**config.mk**
```make
export PLATFORM = sky130hd
export DESIGN_NAME = loader_write_queue
export DESIGN_NICKNAME = d
export VERILOG_FILES = /design/src/rtl/loader_write_queue.sv
export SDC_FILE = /design/constraint.sdc
export NUM_CORES = 1
export LEC_CHECK = 0
export ABC_AREA = 1
export CAP_MARGIN = 5
export CORE_MARGIN = 2
export CORE_UTILIZATION = 38
export CTS_BUF_LIST = sky130_fd_sc_hd__clkbuf_8
export DETAILED_ROUTE_END_ITERATION = 16
export DONT_BUFFER_PORTS = 1
export PLACE_DENSITY = 0.49
export SLEW_MARGIN = 25
export SYNTH_ARGS = -nofsm -noshare
export SYNTH_HDL_FRONTEND = slang
export SYNTH_SLANG_ARGS = --single-unit
```
**constraint.sdc**
```tcl
create_clock -name clk -period 8 [get_ports clk]
set_clock_uncertainty 0.2 [all_clocks]
set_input_delay 1.6 -clock clk [delete_from_list [all_inputs] [get_ports clk]]
set_output_delay 1.6 -clock clk [all_outputs]
set_load 0.05 [all_outputs]
```
**src/rtl/loader_write_queue.sv**
```systemverilog
// ============================================================================
//  Module      : loader_write_queue
//  Description : Queues ROM-loader byte writes from the NES clock domain and
//                replays them to the SDRAM write port. Each write goes out in
//                a fixed clock-enable slot and is held for one full enable
//                period. The block also generates the divided clock-enable
//                used by the core.
//
//  Ports
//    clk        in   NES clock
//    reset      in   asynchronous, active-high reset
//    enable     in   download active; low flushes the queue
//    in_write   in   one-cycle write strobe from the loader
//    in_addr    in   loader write address  [ADDR_W]
//    in_data    in   loader write data     [DATA_W]
//    in_ready   out  queue not full (registered full flag)
//    ce         out  slot strobe, one cycle in every CE_DIV cycles
//    mem_write  out  write request to the SDRAM controller
//    mem_addr   out  write address         [ADDR_W]
//    mem_data   out  write data            [DATA_W]
//    level      out  queue occupancy       [$clog2(DEPTH)+1]
//    overflow   out  sticky: a write was dropped while full
//    busy       out  queue non-empty or mem_write high
//
//  Revision    : 1.0  initial release
// ============================================================================
`default_nettype none

module loader_write_queue #(
    parameter int ADDR_W   = 22,
    parameter int DATA_W   = 8,
    parameter int DEPTH    = 4,
    parameter int CE_DIV   = 4,
    parameter int CE_PHASE = 3
) (
    input  logic                       clk,
    input  logic                       reset,
    input  logic                       enable,
    input  logic                       in_write,
    input  logic [ADDR_W-1:0]          in_addr,
    input  logic [DATA_W-1:0]          in_data,
    output logic                       in_ready,
    output logic                       ce,
    output logic                       mem_write,
    output logic [ADDR_W-1:0]          mem_addr,
    output logic [DATA_W-1:0]          mem_data,
    output logic [$clog2(DEPTH):0]     level,
    output logic                       overflow,
    output logic                       busy
);

    localparam int C_CNT_W = $clog2(CE_DIV);
    localparam int C_PTR_W = $clog2(DEPTH);
    localparam int C_LVL_W = C_PTR_W + 1;
    localparam int C_ENT_W = ADDR_W + DATA_W;

    localparam logic [C_CNT_W-1:0] C_PHASE = C_CNT_W'(CE_PHASE);
    localparam logic [C_LVL_W-1:0] C_FULL  = C_LVL_W'(DEPTH);

    // Registered state
    logic [C_CNT_W-1:0] cnt_q,       cnt_d;
    logic [C_PTR_W-1:0] wr_ptr_q,    wr_ptr_d;
    logic [C_PTR_W-1:0] rd_ptr_q,    rd_ptr_d;
    logic [C_LVL_W-1:0] level_q,     level_d;
    logic               mem_write_q, mem_write_d;
    logic [ADDR_W-1:0]  mem_addr_q,  mem_addr_d;
    logic [DATA_W-1:0]  mem_data_q,  mem_data_d;
    logic               overflow_q,  overflow_d;
    logic               enable_q,    enable_d;

    // Queue storage: plain RAM, contents only meaningful below level_q
    logic [C_ENT_W-1:0] fifo_q [DEPTH];

    // Combinational helpers
    logic               w_full;
    logic               w_empty;
    logic               w_push;
    logic               w_pop;
    logic               w_ce;
    logic [C_ENT_W-1:0] w_head;

    assign w_full  = (level_q == C_FULL);
    assign w_empty = (level_q == '0);
    assign w_ce    = (cnt_q == C_PHASE);
    // Full and empty come from registered state only: a write arriving while
    // full is dropped even if the slot frees an entry this cycle, and a write
    // into an empty queue cannot be popped until the following slot.
    assign w_push  = in_write && enable && !w_full;
    assign w_pop   = w_ce && enable && !w_empty;
    assign w_head  = fifo_q[rd_ptr_q];

    always_comb begin
        cnt_d       = cnt_q + C_CNT_W'(1);
        wr_ptr_d    = wr_ptr_q;
        rd_ptr_d    = rd_ptr_q;
        level_d     = level_q;
        mem_write_d = mem_write_q;
        mem_addr_d  = mem_addr_q;
        mem_data_d  = mem_data_q;
        overflow_d  = overflow_q;
        enable_d    = enable;

        if (!enable) begin
            // Flush takes effect immediately rather than at the next slot;
            // address/data are left alone since mem_write already drops.
            wr_ptr_d    = '0;
            rd_ptr_d    = '0;
            level_d     = '0;
            mem_write_d = 1'b0;
        end else begin
            if (w_push) begin
                wr_ptr_d = wr_ptr_q + C_PTR_W'(1);
            end
            if (w_pop) begin
                rd_ptr_d   = rd_ptr_q + C_PTR_W'(1);
                mem_addr_d = w_head[C_ENT_W-1:DATA_W];
                mem_data_d = w_head[DATA_W-1:0];
            end
            // Outputs only change on a slot, so each write is held CE_DIV cycles
            if (w_ce) begin
                mem_write_d = !w_empty;
            end
            case ({w_push, w_pop})
                2'b10:   level_d = level_q + C_LVL_W'(1);
                2'b01:   level_d = level_q - C_LVL_W'(1);
                default: level_d = level_q;
            endcase
        end

        // A fresh download session starts with a clean overflow flag
        if (enable && !enable_q) begin
            overflow_d = 1'b0;
        end
        if (in_write && enable && w_full) begin
            overflow_d = 1'b1;
        end
    end

    always_ff @(posedge clk or posedge reset) begin
        if (reset) begin
            cnt_q       <= '0;
            wr_ptr_q    <= '0;
            rd_ptr_q    <= '0;
            level_q     <= '0;
            mem_write_q <= 1'b0;
            mem_addr_q  <= '0;
            mem_data_q  <= '0;
            overflow_q  <= 1'b0;
            enable_q    <= 1'b0;
        end else begin
            cnt_q       <= cnt_d;
            wr_ptr_q    <= wr_ptr_d;
            rd_ptr_q    <= rd_ptr_d;
            level_q     <= level_d;
            mem_write_q <= mem_write_d;
            mem_addr_q  <= mem_addr_d;
            mem_data_q  <= mem_data_d;
            overflow_q  <= overflow_d;
            enable_q    <= enable_d;
        end
    end

    always_ff @(posedge clk) begin
        if (w_push) begin
            fifo_q[wr_ptr_q] <= {in_addr, in_data};
        end
    end

    assign in_ready  = !w_full;
    assign ce        = w_ce;
    assign mem_write = mem_write_q;
    assign mem_addr  = mem_addr_q;
    assign mem_data  = mem_data_q;
    assign level     = level_q;
    assign overflow  = overflow_q;
    assign busy      = !w_empty || mem_write_q;

endmodule

`default_nettype wire

```
; ---- Yosys cells after proc, flatten, opt, wreduce, memory -nomap -nowiden
; Memories as Yosys holds them, arrays and structs flattened. A register that Yosys moved wholly into a read port is not among the register bits.
; Index checks and enable logic that the tools add are counted.
[op_classes]
add_sub_neg = 5
mul = 0
div = 0
order_cmp = 0
n_eq_ne = 8
shifts = 0
n_mux = 12
bitwise_logic = 0
n_reduce_logical = 13
[ops]
columns = operator, count
row1 = $mux W2, 4
row2 = $add A2 B1 Y2 const B, 3
row3 = $logic_and A1 B1 Y1, 6
row4 = $mux W1, 6
row5 = $ne A2 B1 Y1 const B, 3
row6 = $pmux W3 S2, 1
row7 = $eq A2 B2 Y1 const B, 2
row8 = $add A3 B1 Y3 const B, 1
row9 = $eq A3 B3 Y1 const B, 1
row10 = $logic_not A1 Y1, 3
row11 = $logic_not A3 Y1, 1
row12 = $mux W3, 1
row13 = $ne A3 B1 Y1 const B, 1
row14 = $sub A3 B1 Y3 const B, 1
row15 = $eq A2 B1 Y1 const B, 1
row16 = $reduce_and A2 Y1, 1
row17 = $reduce_bool A2 Y1, 1
row18 = $logic_or A1 B1 Y1, 1
[word_totals]
register_bits = 12
latch_bits = 0
ram_bits = 120
rom_bits = 0
inputBits = 34
n_memories = 1
[mem_list]
columns = memory, depth, width, read_ports, rd_clocked_by_memory_dff, wr, line
row1 = fifo_q, 4, 30, 1, 1, 1, 72  ; logic [C_ENT_W-1:0] fifo_q [DEPTH];

; ---- Logic depth before layout (Yosys ltp)
[depth]
ltp_word = 6
mapped_depth = 13
mapped_depth_nobuf = 12

; ---- Worst setup path after synthesis
; No wires, ideal clock.
[synth_path]
path_kind = input-to-reg
from = in enable
to = mem fifo_q[0][0] in the netlist's numbering, enable pin
t_arrival_ps = 3300
required_time_ps = 7383
setup_slack_ps = 4083
cell_stages = 5
n_path_buf = 1
cell_sequence = buf_2 -> nand2_1 -> inv_1 -> nand2_4 -> nor2_1
[synth_between]
elab_chain_len = 4
[synth_rtl]
columns = element, line
row1 = from (decl), 38  ; input logic enable,
row2 = $logic_and A1 B1 Y1 (2 in series), 88  ; assign w_push = in_write && enable && !w_full;
row3 = $mux W1, 164  ; if (w_push) begin
row4 = $mux W1 (not written as such), 165  ; fifo_q[wr_ptr_q] <= {in_addr, in_data};
row5 = to (decl), 72
; No other way between the ends.

; ---- Worst setup path in the final report
[layout_path]
from = reg level_q[0] (netlist: level[0])
to = out busy
[layout_between]
elab_chain_len = 3
[layout_rtl]
columns = element, line
row1 = from (decl), 64  ; logic [C_LVL_W-1:0] level_q, level_d;
row2 = from (signal assigned), 154  ; level_q <= level_d;
row3 = $logic_not A3 Y1, 83  ; assign w_empty = (level_q == '0);
row4 = $logic_not A1 Y1, 176  ; assign busy = !w_empty || mem_write_q;
row5 = $logic_or A1 B1 Y1, 176
row6 = to (decl), 49  ; output logic busy
; No other way between the ends.

==> results.sh <==
export IMPL_synth_top_family_by_area="simple AND/OR/NAND/NOR gates"
export IMPL_cts_tree="built"
export IMPL_yosys_warnings=0
export IMPL_fin_tns_setup_ps=0
export IMPL_cpPeakStageDelay_ps=630
export IMPL_synth_cell_types=22
export IMPL_ctsHoldBuffers=0
export IMPL_drcViolationCount=0
export IMPL_r2r_setup_slack_ps=4980
export IMPL_first_iter_violations=248
export IMPL_cts_reportedPaths_clkPinSlew_ps=80
export IMPL_syn_mean_instance_area_sq_um=12.5
export IMPL_vias_per_cell=4.87
export IMPL_mappedNetlistArea_sq_mm=0.00619
export IMPL_core_area_sq_mm=0.0159
export IMPL_worstMarginPinSlew_ps=950
export IMPL_crit_required_ps=6200
export IMPL_drive_gt1_share_pct=9.25
export IMPL_p_clk_share_pct=26.7
export IMPL_synth_mux_area_share_pct=0
export IMPL_dp_cells=689
export IMPL_dieHeight_um=132
export IMPL_fin_nets=535
export IMPL_cp_start_kind="register"
export IMPL_period_minus_slack_ps=3700
export IMPL_dp_hpwl_mm=7.02
export IMPL_antenna_found_initial=0
export IMPL_rows=46
export IMPL_fill_cells=1502
export IMPL_hold_viol=0
export IMPL_clockRootBuffer="clkbuf_8"
export IMPL_cts_htree_levels=4
export IMPL_synth_cells=495
export IMPL_grt_pass1_wl_mm=20.4
export IMPL_power_leakage_nw=2.44
export IMPL_final_max_slew_viol_count=0
export IMPL_num_antenna_cells=0
export IMPL_drv_cap=0
export IMPL_ys_seq_area_share_pct=75.2
export IMPL_finalSetupViolations=0
export IMPL_dieWidth_um=132
export IMPL_synth_seq_cells=162
export IMPL_yosys_area_share_xor_xnor_pct=0.141
export IMPL_p_int_mw=1.39
export IMPL_worstPathBufferInverterCount=0
export IMPL_cp_max_fo=5
export IMPL_crit_type="reg2out"
export IMPL_synthAdderAreaFrac_pct=1.33
export IMPL_status="finished clean"
export IMPL_drtPass1Iterations=5
export IMPL_gp_congestion=0.717
export IMPL_timing_fmax_mhz=270
export IMPL_clockBufferDepth=2
export IMPL_fp_dieArea_sq_mm=0.0173
export IMPL_ir_drop_mv=0.109
export IMPL_synth_nets=535
export IMPL_synthSimpleGateAreaFrac_pct=11.5
export IMPL_path_cells="nor2_2 > nand3_1"
export IMPL_io_pins=72
export IMPL_switching_power_mw=0.800
export IMPL_final_antenna_net_count=0
export IMPL_grt_overflow=0
export IMPL_cts_resized=0
export IMPL_rsz0062_at_grt="false"
export IMPL_grt_total_usage_pct=15.5
export IMPL_hold_ws_ps=227
export IMPL_post_cts_setup_buffers=0
export IMPL_grt_max_degree=64
export IMPL_p_seq_share_pct=62.7
export IMPL_final_cells=724
export IMPL_end_kind="output pin"
export IMPL_clkLatencyLatePin_ps=440
export IMPL_slowest_stage="dfrtp_1"
export IMPL_clock_sinks=162
export IMPL_portBuffers=0
export IMPL_critPathArrivalTime_ps=1900
export IMPL_wire_per_inst_um=17.6
export IMPL_areaGrowthSynthToFinish_pct=10.9
export IMPL_crit_family="simple AND/OR/NAND/NOR gates"
export IMPL_p_sw_share_pct=36.5
export IMPL_synth_compound_area_share_pct=8.83
export IMPL_p_comb_share_pct=10.6
export IMPL_maxSlewHeadroom_pct=36.6
export IMPL_num_vias=3524
export IMPL_cts_buffers=17
export IMPL_post_route_period_util_pct=46.3
export IMPL_drt_wl_total_mm=12.7
export IMPL_min_path_type="reg2reg"
export IMPL_grt_pass1_vias=3706
export IMPL_power_density_mw_per_mm2=319
export IMPL_start_util_pct=39.0
synth_stat cells (all sizes together):
cell type  count  share of area [%]
o31ai          1               0.12
nand2         20                1.4
clkbuf        12               0.73
edfxtp       120                 58
fa             1               0.32
inv           18                1.1
o21ai         66                5.3
nand3          7               0.57
ha             5                1.0
nor2         156                9.5
a21oi          2               0.34
a31oi         30                3.0
buf           14                1.3
dfrtp         42                 17
xnor2          1               0.14
kinds of logic (layout without fill, tap and decap cells):
family                     Yosys count  count (layout)
DFF                                162             162
and+or+nand+nor                    183             183
xor gates and xnor gates             1               1
AOI/OAI and AO/OA                   99              99
buffers and inverters               44              57
adders and majority gates            6               6
power by group through the flow:
| stage | sequential [mW] | combinational [mW] | clock (mW) |
|---|---|---|---|
| floorplan | 1.37 | 0.185 | 0 |
| global placement | 1.40 | 0.223 | 0 |
| detailed placement | 1.40 | 0.231 | 0 |
| CTS | 1.38 | 0.230 | 0.602 |
| global route | 1.39 | 0.273 | 0.637 |
| finish | 1.38 | 0.233 | 0.585 |
through the flow:
step                total power [mW]  cell area [sq um]  setup WS, ps  util [%]
detailed placement              1.63               6400          4360      40.3
CTS                             2.21               6790          4240      42.7
global route                    2.30               6870          4150      43.3
finish                          2.19               6870          4300      43.3
global placement                1.62               6400          4410      40.3
floorplan                       1.55               6190          4080         -
worst paths after layout:
path / from / end / cells after the start
min: cnt_q[0]$_DFF_PP0_ / cnt_q[0]$_DFF_PP0_ / 1
min in group asynchronous: reset / mem_data[1]$_DFFE_PP0P_ / 1
max: level[0]$_DFFE_PP0P_ / busy / 2
max reg2reg: cnt_q[0]$_DFF_PP0_ / level[2]$_DFFE_PP0P_ / 13
min reg2reg: cnt_q[0]$_DFF_PP0_ / cnt_q[0]$_DFF_PP0_ / 1
max in group asynchronous: reset / rd_ptr_q[0]$_DFFE_PP0P_ / 1
metal layers:
layer	GRT usage (%)	vias to the layer above	part of all wire, %
met5	0	-	0
met4	6.58	0	2.3
met3	5.32	21	5.5
met2	24.9	72	48
met1	19.1	1712	44
li1	-	1719	-
registers in the layout, summed over array words and instances, names as in the netlist, 2 cells and up:
| register | cells |
|---|---|
| cnt_q | 2 |
| fifo_q | 120 |
| level | 3 |
| mem_addr | 22 |
| mem_data | 8 |
| rd_ptr_q | 2 |
| wr_ptr_q | 2 |
placed cells by master (no fill, tap or decap), types with 3 or more instances in the layout:
cell | netlist | final
nor2_1 | 155 | 151
edfxtp_1 | 120 | 120
o21ai_0 | 61 | 61
dfrtp_1 | 42 | 41
a31oi_1 | 30 | 30
nand2_1 | 17 | 17
clkbuf_8 | 0 | 17
inv_1 | 15 | 16
nand3_1 | 7 | 7
o21ai_1 | 5 | 5
ha_1 | 5 | 5
nor2_4 | 0 | 4
clkinv_1 | 0 | 4
buf_4 | 3 | 4
inv_2 | 3 | 3
clkinv_2 | 0 | 3
clkinvlp_4 | 0 | 3
bufinv_16 | 0 | 3
buf_16 | 0 | 3
final cells by class:
| cell class | instances | area (sq um) | share of cell area [%] |
|---|---|---|---|
| inverter | 18 | 70.1 | 1.02 |
| sequential | 162 | 4660 | 67.8 |
| timing repair buffer | 7 | 113 | 1.64 |
| clock inverter | 15 | 150 | 2.18 |
| tap | 216 | 270 | 3.93 |
| multi-input combinational | 289 | 1380 | 20.1 |
| clock buffer | 17 | 234 | 3.40 |
No activity file was read; power rests on OpenSTA's default activity.
